[config.mk]
export PLATFORM = sky130hd
export DESIGN_NAME = calc_acc_core
export DESIGN_NICKNAME = d
export VERILOG_FILES = /design/src/rtl/calc_pkg.sv /design/src/rtl/calc_seq_div.sv /design/src/rtl/calc_acc_core.sv
export SDC_FILE = /design/constraint.sdc
export NUM_CORES = 2
export LEC_CHECK = 0
export ABC_CLOCK_PERIOD_IN_PS = 213600
export CORE_MARGIN = 2
export CORE_UTILIZATION = 25
export DETAILED_ROUTE_END_ITERATION = 6
export GPL_TIMING_DRIVEN = 0
export HOLD_SLACK_MARGIN = 0.08
export PLACE_DENSITY_LB_ADDON = 0.25
export SYNTH_ARGS = -nofsm -noshare
export SYNTH_HDL_FRONTEND = slang
export SYNTH_SLANG_ARGS = --single-unit
[constraint.sdc]
create_clock -name clk -period 213.6 [get_ports clk]
set_input_delay 64.08 -clock clk [delete_from_list [all_inputs] [get_ports clk]]
set_output_delay 64.08 -clock clk [all_outputs]
set_load 0.05 [all_outputs]
[src/rtl/calc_pkg.sv]
// Shared types and helpers for the accumulating calculator core.
//   func_e        : 3-bit opcode encoding driven on the func input.
//   state_e       : controller states (S_DIV only reachable with CALC_SEQ_DIV_EN).
//   calc_res_t_ok : width-check helper; the accumulator must hold a full W x W product.
package calc_pkg;

  typedef enum logic [2:0] {
    FN_ADD = 3'b000,
    FN_SUB = 3'b001,
    FN_MUL = 3'b010,
    FN_DIV = 3'b011,
    FN_MOD = 3'b100,
    FN_SQR = 3'b101,
    FN_CLR = 3'b110,
    FN_NOP = 3'b111
  } func_e;

  typedef enum logic [1:0] {
    S_INIT = 2'd0,  // no accumulator: operand A comes from num1
    S_ACC  = 2'd1,  // chaining: operand A is the current result
    S_DIV  = 2'd2   // iterative divider running
  } state_e;

  // Accumulator width rule: RW >= 2*W.
  function automatic bit calc_res_t_ok(input int unsigned w, input int unsigned rw);
    return rw >= 2 * w;
  endfunction

endpackage

[src/rtl/calc_seq_div.sv]
// RW-bit restoring divider, one quotient bit per clock.
// The first iteration is taken on the start edge straight from the inputs,
// so the last of the RW iterations lands on edge RW-1 and done is high in
// the cycle that follows; the caller commits the answer on edge RW.
// Ports:
//   clk, rst_n         : clock, asynchronous active-low reset (aborts a run)
//   start              : load operands and begin (divisor must be nonzero)
//   dividend, divisor  : operands, sampled only on the start edge
//   quotient, remainder: results, valid while done is high
//   done               : high for one cycle when the result is ready
module calc_seq_div #(
  parameter int unsigned RW = 32
) (
  input  logic          clk,
  input  logic          rst_n,
  input  logic          start,
  input  logic [RW-1:0] dividend,
  input  logic [RW-1:0] divisor,
  output logic [RW-1:0] quotient,
  output logic [RW-1:0] remainder,
  output logic          done
);

  localparam int unsigned CW = $clog2(RW + 1);

  logic [RW-1:0] rem_q, quo_q, div_q;
  logic [CW-1:0] cnt_q;
  logic          run_q;

  logic [RW-1:0] src_rem, src_quo, src_div;
  logic [RW:0]   shifted, trial;
  logic [RW-1:0] step_rem, step_quo;

  // One restoring step. The partial remainder stays below the divisor, so
  // shifted < 2*divisor and the trial difference's MSB is a clean borrow.
  always_comb begin
    src_rem  = start ? '0       : rem_q;
    src_quo  = start ? dividend : quo_q;
    src_div  = start ? divisor  : div_q;
    shifted  = {src_rem, src_quo[RW-1]};
    trial    = shifted - {1'b0, src_div};
    step_rem = trial[RW] ? shifted[RW-1:0] : trial[RW-1:0];
    step_quo = {src_quo[RW-2:0], ~trial[RW]};
  end

  // NOTE: sequential state uses non-blocking assignments so every register
  // samples the pre-edge values, independent of statement order.
  always_ff @(posedge clk or negedge rst_n) begin
    if (!rst_n) begin
      rem_q <= '0;
      quo_q <= '0;
      div_q <= '0;
      cnt_q <= '0;
      run_q <= 1'b0;
    end else if (start) begin
      rem_q <= step_rem;
      quo_q <= step_quo;
      div_q <= divisor;
      cnt_q <= CW'(RW - 1);
      run_q <= 1'b1;
    end else if (run_q) begin
      if (cnt_q != '0) begin
        rem_q <= step_rem;
        quo_q <= step_quo;
        cnt_q <= cnt_q - 1'b1;
      end else begin
        run_q <= 1'b0;
      end
    end
  end

  assign quotient  = quo_q;
  assign remainder = rem_q;
  assign done      = run_q && (cnt_q == '0);

endmodule

[src/rtl/calc_acc_core.sv]
// Accumulating calculator core. Each button press applies one opcode either
// to (num1, num2) or, once chaining, to (result, num2).
// Build option: define CALC_SEQ_DIV_EN to run div/mod on the RW-cycle
// iterative divider (busy functional); otherwise div/mod are single-cycle.
// Ports:
//   clk, rst_n   : clock, asynchronous active-low reset
//   button       : debounced press request; rising level = one press
//   func         : opcode (see calc_pkg::func_e)
//   num1, num2   : W-bit operands (num1 only used from S_INIT)
//   result       : RW-bit accumulator
//   valid        : one-cycle pulse after result is written
//   busy         : divider running, presses dropped
//   ovf, err     : wrap/truncation flag, divide-by-zero flag
//   chain        : accumulator holds an operand
module calc_acc_core
  import calc_pkg::*;
#(
  parameter int unsigned W  = 8,
  parameter int unsigned RW = 32
) (
  input  logic          clk,
  input  logic          rst_n,
  input  logic          button,
  input  logic [2:0]    func,
  input  logic [W-1:0]  num1,
  input  logic [W-1:0]  num2,
  output logic [RW-1:0] result,
  output logic          valid,
  output logic          busy,
  output logic          ovf,
  output logic          err,
  output logic          chain
);

  if (!calc_res_t_ok(W, RW)) begin : g_width_check
    $error("calc_acc_core: RW must be at least 2*W");
  end

  state_e        state_q, state_d;
  logic [RW-1:0] result_q, result_d;
  logic          valid_q, valid_d;
  logic          ovf_q, ovf_d;
  logic          err_q, err_d;
  logic          chain_q, chain_d;
  logic          button_d_q;

  logic          press;
  func_e         fn;
  logic [RW-1:0] op_a, op_b, sq_src, mul_a, mul_b;
  logic [RW:0]   sum, diff;
  logic [2*RW-1:0] prod;
  logic          commit;

  // The edge detector runs even while busy, so a button held across the end
  // of a division does not fire when busy falls.
  assign press = button & ~button_d_q;
  assign fn    = func_e'(func);

  assign op_a   = (state_q == S_ACC) ? result_q : RW'(num1);
  assign op_b   = RW'(num2);
  assign sq_src = (state_q == S_ACC) ? result_q : op_b;
  assign mul_a  = (fn == FN_SQR) ? sq_src : op_a;
  assign mul_b  = (fn == FN_SQR) ? sq_src : op_b;
  assign sum    = {1'b0, op_a} + {1'b0, op_b};
  assign diff   = {1'b0, op_a} - {1'b0, op_b};
  assign prod   = {{RW{1'b0}}, mul_a} * {{RW{1'b0}}, mul_b};

`ifdef CALC_SEQ_DIV_EN
  logic          div_start;
  logic [RW-1:0] div_quo, div_rem;
  logic          div_done;
  logic          is_mod_q, is_mod_d;

  calc_seq_div #(.RW(RW)) u_div (
    .clk       (clk),
    .rst_n     (rst_n),
    .start     (div_start),
    .dividend  (op_a),
    .divisor   (op_b),
    .quotient  (div_quo),
    .remainder (div_rem),
    .done      (div_done)
  );

  assign busy = (state_q == S_DIV);
`else
  logic [RW-1:0] quo, rem;

  // Only consumed when op_b is nonzero.
  assign quo  = op_a / op_b;
  assign rem  = op_a % op_b;
  assign busy = 1'b0;
`endif

  // NOTE: every combinational output gets a default first, so no path can
  // leave a value unassigned and infer a latch.
  always_comb begin
    state_d  = state_q;
    result_d = result_q;
    ovf_d    = ovf_q;
    err_d    = err_q;
    chain_d  = chain_q;
    valid_d  = 1'b0;
    commit   = 1'b0;
`ifdef CALC_SEQ_DIV_EN
    div_start = 1'b0;
    is_mod_d  = is_mod_q;

    if (state_q == S_DIV) begin
      if (div_done) begin
        result_d = is_mod_q ? div_rem : div_quo;
        ovf_d    = 1'b0;
        commit   = 1'b1;
      end
    end else
`endif
    if (press) begin
      unique case (fn)
        FN_ADD: begin
          result_d = sum[RW-1:0];
          ovf_d    = sum[RW];
          commit   = 1'b1;
        end
        FN_SUB: begin
          result_d = diff[RW-1:0];
          ovf_d    = diff[RW];
          commit   = 1'b1;
        end
        FN_MUL, FN_SQR: begin
          result_d = prod[RW-1:0];
          ovf_d    = |prod[2*RW-1:RW];
          commit   = 1'b1;
        end
        FN_DIV, FN_MOD: begin
          if (op_b == '0) begin
            err_d = 1'b1;
          end else begin
`ifdef CALC_SEQ_DIV_EN
            div_start = 1'b1;
            is_mod_d  = (fn == FN_MOD);
            state_d   = S_DIV;
`else
            result_d = (fn == FN_MOD) ? rem : quo;
            ovf_d    = 1'b0;
            commit   = 1'b1;
`endif
          end
        end
        FN_CLR: begin
          result_d = '0;
          ovf_d    = 1'b0;
          err_d    = 1'b0;
          chain_d  = 1'b0;
          state_d  = S_INIT;
          valid_d  = 1'b1;
        end
        default: ;  // FN_NOP
      endcase
    end

    if (commit) begin
      valid_d = 1'b1;
      err_d   = 1'b0;
      chain_d = 1'b1;
      state_d = S_ACC;
    end
  end

  always_ff @(posedge clk or negedge rst_n) begin
    if (!rst_n) begin
      state_q    <= S_INIT;
      result_q   <= '0;
      valid_q    <= 1'b0;
      ovf_q      <= 1'b0;
      err_q      <= 1'b0;
      chain_q    <= 1'b0;
      button_d_q <= 1'b0;
    end else begin
      state_q    <= state_d;
      result_q   <= result_d;
      valid_q    <= valid_d;
      ovf_q      <= ovf_d;
      err_q      <= err_d;
      chain_q    <= chain_d;
      button_d_q <= button;
    end
  end

`ifdef CALC_SEQ_DIV_EN
  always_ff @(posedge clk or negedge rst_n) begin
    if (!rst_n) is_mod_q <= 1'b0;
    else        is_mod_q <= is_mod_d;
  end
`endif

  assign result = result_q;
  assign valid  = valid_q;
  assign ovf    = ovf_q;
  assign err    = err_q;
  assign chain  = chain_q;

endmodule

# Word-level counts from Yosys, hierarchy flattened
# Index checks and enable logic that the tools add are counted.
# word_totals
mem_count	0
output_inout_bits	37
rom_bits	0
ram_bits	0
latch_bits	0
regBits	39
# op_classes
reduce_logical	13
mul	1
n_div	2
shifts	0
addsub	2
n_mux	25
magnitude_cmp	0
bitwise	2
eq_ne	9
# op_table
operator	n
32-bit 2-to-1 mux	6
32-bit case mux with 5 select lines	1
32-bit by 32-bit multiplier with 64-bit output	1
32-bit by 8-bit adder with 33-bit output	1
32-bit by 8-bit subtractor with 33-bit output	1
32-bit by 8-bit divider with 32-bit output	1
32-bit logical NOT	1
32-bit by 8-bit remainder unit with 32-bit output	1
32-bit OR reduction	1
1-bit 2-to-1 mux	12
3-bit == test (second input constant)	3
3-bit by 2-bit == test with 1-bit output (second input constant)	2
2-bit 2-to-1 mux	3
3-bit AND reduction	2
1-bit case mux with 5 select lines	1
5-bit nonzero test	1
1-bit case mux with 2 select lines	2
2-bit nonzero test	2
2-bit OR reduction	2
4-bit OR reduction	1
3-bit by 1-bit == test with 1-bit output (second input constant)	1
3-bit logical NOT	1
3-bit != test (second input constant)	1
3-bit nonzero test	1
other kinds (5)	5

# Longest topological paths before layout
# depth
word_depth	6
depth_mapped	466

# Worst setup path before layout
# No wires, ideal clock.
# synth_path
kind	input to register
startpoint	in num2[0]
endpoint	reg result_q[17], in the netlist result[17]
arrival_ns	150.502
t_required_ns	213.522
path_slack_ns	63.021
cell_stages	444
n_path_buf	44
setup_time_ns	0.078
cell_sequence	inv_1 > ha_1 > a41oi_1 > a41oi_1 > ha_1 > o21ai_0 > nor2b_1 > or3b_1 > and2_1 > o21ai_0 > ha_1 > or4b_1 > nand4_1 > o21ai_0 > ha_1 > or3_1 > o22a_1 > and2_1 > [... 408 more ...] > fa_1 > a21o_1 > a21o_1 > a21o_1 > a21oi_1 > nor2b_1 > o21ai_0 > nand2b_1 > or2_1 > nor3_1 > and3_1 > clkbuf_1 > and3_1 > buf_4 > buf_8 > nor4_1 > or3_1 > a21oi_1
# synth_via
elab_chain_cells	4
word_cells_on_any_way	14
classes_between	2 x add/sub; 1 x mul; 2 x div; 1 x eq/ne; 6 x mux; 2 x reduce/logical
# synth_lines
element	line_no	source
from (decl)	calc_acc_core.sv:26	input logic [W-1:0] num2,
32-bit by 8-bit divider with 32-bit output, or another cell as far along	calc_acc_core.sv:90	assign quo = op_a / op_b;
32-bit 2-to-1 mux (on tied branches)	calc_acc_core.sv:143, calc_acc_core.sv:62, calc_acc_core.sv:63	
32-bit 2-to-1 mux / 32-bit by 32-bit multiplier with 64-bit output (equally long branches)	calc_acc_core.sv:135, calc_acc_core.sv:66	
32-bit case mux with 5 select lines	calc_acc_core.sv:118	unique case (fn)
to (signal assigned)	calc_acc_core.sv:180	result_q <= result_d;
to (decl)	calc_acc_core.sv:40	logic [RW-1:0] result_q, result_d;
# Parallel ways exist; a longest one is shown, timed or not. The select of a mux whose other input is x is not followed.
# A chain may end at the register's enable or synchronous reset.

# Final worst setup path
# layout_path
startpoint	in num2[4]
endpoint	reg result_q[17], in the netlist result[17]
# The elaborated chain is that of the path after synthesis.

==> flow_summary_export.csv <==
group,metric,value,unit
sta,hold_violations,0,
global_route,grt-ovfl-total,0,
placement,place_hpwl,197000,um
placement,dp_worst_setup_slack,41.73,ns
clock_network,cts_resized,0,
route,drc,0,
global_route,grt_pass1_wl,348000,um
route,ant_nets,0,
synth,synth-seq-area-share,0.0165,
cells_and_area,syn2layout_area_growth,8.35,%
sta,setup_viol,0,
synth,synth_top_family_by_area,"adder cells",
route,via_per_inst,5.18,
floorplan,start_util,0.252,
floorplan,ios,59,
sta,rsz0062_at_grt,"no",
run,drv_cap,0,
sta,worst_slack,41.08,ns
synth,synth.avg_cell_area,7.73,sq um
worst_setup_path,critPathTopFamily,"compound AO/OA/AOI/OAI gates",
floorplan,die_h,477,um
sta,tightest_slew,1.35,ns
worst_setup_path,cp_max_fo,10,
clock_network,cts_buffer_depth,2,
worst_setup_path,cpPeakStageDelay,0.85,ns
worst_setup_path,cp.arrival,172.75,ns
global_route,antenna_found_initial,19,
clock_network,cts_tree,"built",
worst_hold_path,min_to,"err$_DFFE_PN0P_",
placement,numPortBuffers,56,
clock_network,path_clk_slew,0.08,ns
floorplan,design.die.area,0.228,sq mm
status,status,"complete, no violations",
sta,fin_crit_sh,0.808,
cells_and_area,nFillCells,24400,
floorplan,row_count,173,
sta,clock.fmax,0.00580,GHz
synth,synth_edf_count,0,
worst_setup_path,r2r-end,"result[17]$_DFFE_PN0P_",
worst_setup_path,critPathKind,"input pin to flop",
route,via_count,53300,
worst_setup_path,required,213.83,ns
route,drtIter0Drc,4583,
synth,yosys.area_share.simple,0.215,
global_route,grt_use_total,0.200,
synth,syn-cell-area,0.0560,sq mm
synth,syn_inst,7240,
worst_setup_path,crit_cells,446,
synth,synth_compound_area_frac,0.178,
cells_and_area,layout_common_cells,"inv_1, nor2_1, fa_1",
synth,yosys_warnings,0,
sta,slew_headroom,0.0874,
cells_and_area,multi_input_area,0.0495,sq mm
cells_and_area,final_common_cell,"inv_1",
placement,gp_congestion,0.965,
synth,syn_nets,8669,
worst_setup_path,slowest_stage,"clkdlybuf4s50_1",
clock_network,cts_sinks,37,
worst_setup_path,start_kind,"input pin",
clock_network,cts-buffers-inserted,5,
cells_and_area,regArea,926,sq um
global_route,grt_start_max_net_pins,32,
route,routed_wl,231000,um
clock_network,root_buffer,"clkbuf_16",
sta,fin_skew,0.0126,ns
cells_and_area,drive_above_1_share,0.0384,
worst_setup_path,r2r_start,"result[31]$_DFFE_PN0P_",
worst_hold_path,hold_start,"err$_DFFE_PN0P_",
synth,synthMuxAreaShare,0.0199,
sta,drv_slew,0,
worst_setup_path,crit_buf_inv,69,
clock_network,post_cts_buffers,0,
synth,synth-adder-area-share,0.435,
worst_setup_path,crit_top_cell,"o21a_1",
sta,finalSetupTns,0,ns
cells_and_area,num-nets-final,8742,
worst_hold_path,hold_depth,2,
clock_network,cts.htree.levels,2,
synth,ys.flop_type,"dfrtp_1",
global_route,first_global_vias,53400,
route,first_pass_iters,6,
worst_hold_path,min_path_type,"flop to flop",
worst_setup_path,ff2ff_setup_slack,104.77,ns
worst_setup_path,rr_worst_depth,447,
synth,synth-async-reset-ratio,1.00,
synth,ys_types,126,
clock_network,postCtsHoldBufs,0,
floorplan,die_w,477,um
synth,synth-xor-area-share,0.0362,
synth,ys_seq_elements,37,
floorplan,core_area,0.222,sq mm
sta,min_period,172.52,ns
clock_network,insertion_delay,0.31,ns
route,wl_per_cell,22.5,um
worst_setup_path,cp-end-kind,"flop",
registers in the layout, summed over array words and instances, names as in the netlist:
register	cells
ovf	1
err	1
button_d_q	1
result	32
valid	1
chain	1
cell families after synthesis:
group	after synthesis
adder cells (fa/ha/maj)	1408
other	1
flip-flops	37
AND/OR/NAND/NOR	2610
XOR/XNOR	231
multiplexers	103
buffers and inverters	1414
AO/OA/AOI/OAI	1436
how the worst max path moves through the flow:
stage | startpoint | to | slack, ns
final | num2[4] | result[17]$_DFFE_PN0P_ | 41.08
after global placement | num2[1] | result[17]$_DFFE_PN0P_ | 41.69
after floorplan | num2[0] | result[17]$_DFFE_PN0P_ | 63.02
after CTS | num2[4] | result[17]$_DFFE_PN0P_ | 41.57
after detailed placement | num2[4] | result[17]$_DFFE_PN0P_ | 41.73
after global routing | num2[4] | result[17]$_DFFE_PN0P_ | 31.62
Yosys cell counts, types with 47 or more instances:
master / number / share of area
o21ai_0: 220 / 0.020
or3_1: 62 / 0.0069
inv_1: 1102 / 0.074
and3_1: 70 / 0.0078
or2_2: 53 / 0.0059
o21a_1: 194 / 0.026
a21oi_1: 283 / 0.025
a31oi_1: 55 / 0.0061
nand4_1: 50 / 0.0056
nand2_1: 708 / 0.047
nor3_1: 220 / 0.020
mux2_2: 48 / 0.0097
o31ai_1: 67 / 0.0090
xor2_1: 72 / 0.011
fa_1: 899 / 0.32
a21o_1: 77 / 0.010
nand3_1: 96 / 0.0086
ha_1: 508 / 0.11
clkbuf_1: 228 / 0.015
xnor2_1: 159 / 0.025
nand2b_1: 47 / 0.0053
and2_1: 65 / 0.0073
nor2_1: 1020 / 0.068
cell type report:
type                    instances  area share
diodes                          6    0.000248
plain buffers                 301      0.0217
clock buffers                   5     0.00206
clock inverters                 3     0.00107
inverters                    1113      0.0689
multi-input cells            5789       0.817
flip-flops and latches         37      0.0153
well taps                    2975      0.0614
repair buffers                 66      0.0122
metrics by stage:
stage	cell area [sq um]	utilization	hold slack, ns	std cells
final	60600	0.273	0.597	10300
after global routing	60600	0.273	0.637	10300
after CTS	60600	0.273	0.595	10300
after detailed placement	60400	0.272	0.569	10300
after global placement	60200	0.271	0.575	10300
after floorplan	56000	-	0.613	7240
layer usage:
| layer | GRT usage | part of all wire |
|---|---|---|
| met1 | 0.282 | 0.45 |
| met4 | 0.0598 | 0.036 |
| met3 | 0.0209 | 0.064 |
| met5 | 0 | 0.00021 |
| met2 | 0.319 | 0.45 |
tightest hold or removal path, stage by stage, from the launching register on:
cell and delay [ns]:
dfrtp_1 0.41, nor2_1 0.07, nor2_1 0.08
Power is left out: the tool's default activity adds up to more than one toggle a clock period on the data nets, which glitch-free logic cannot reach.
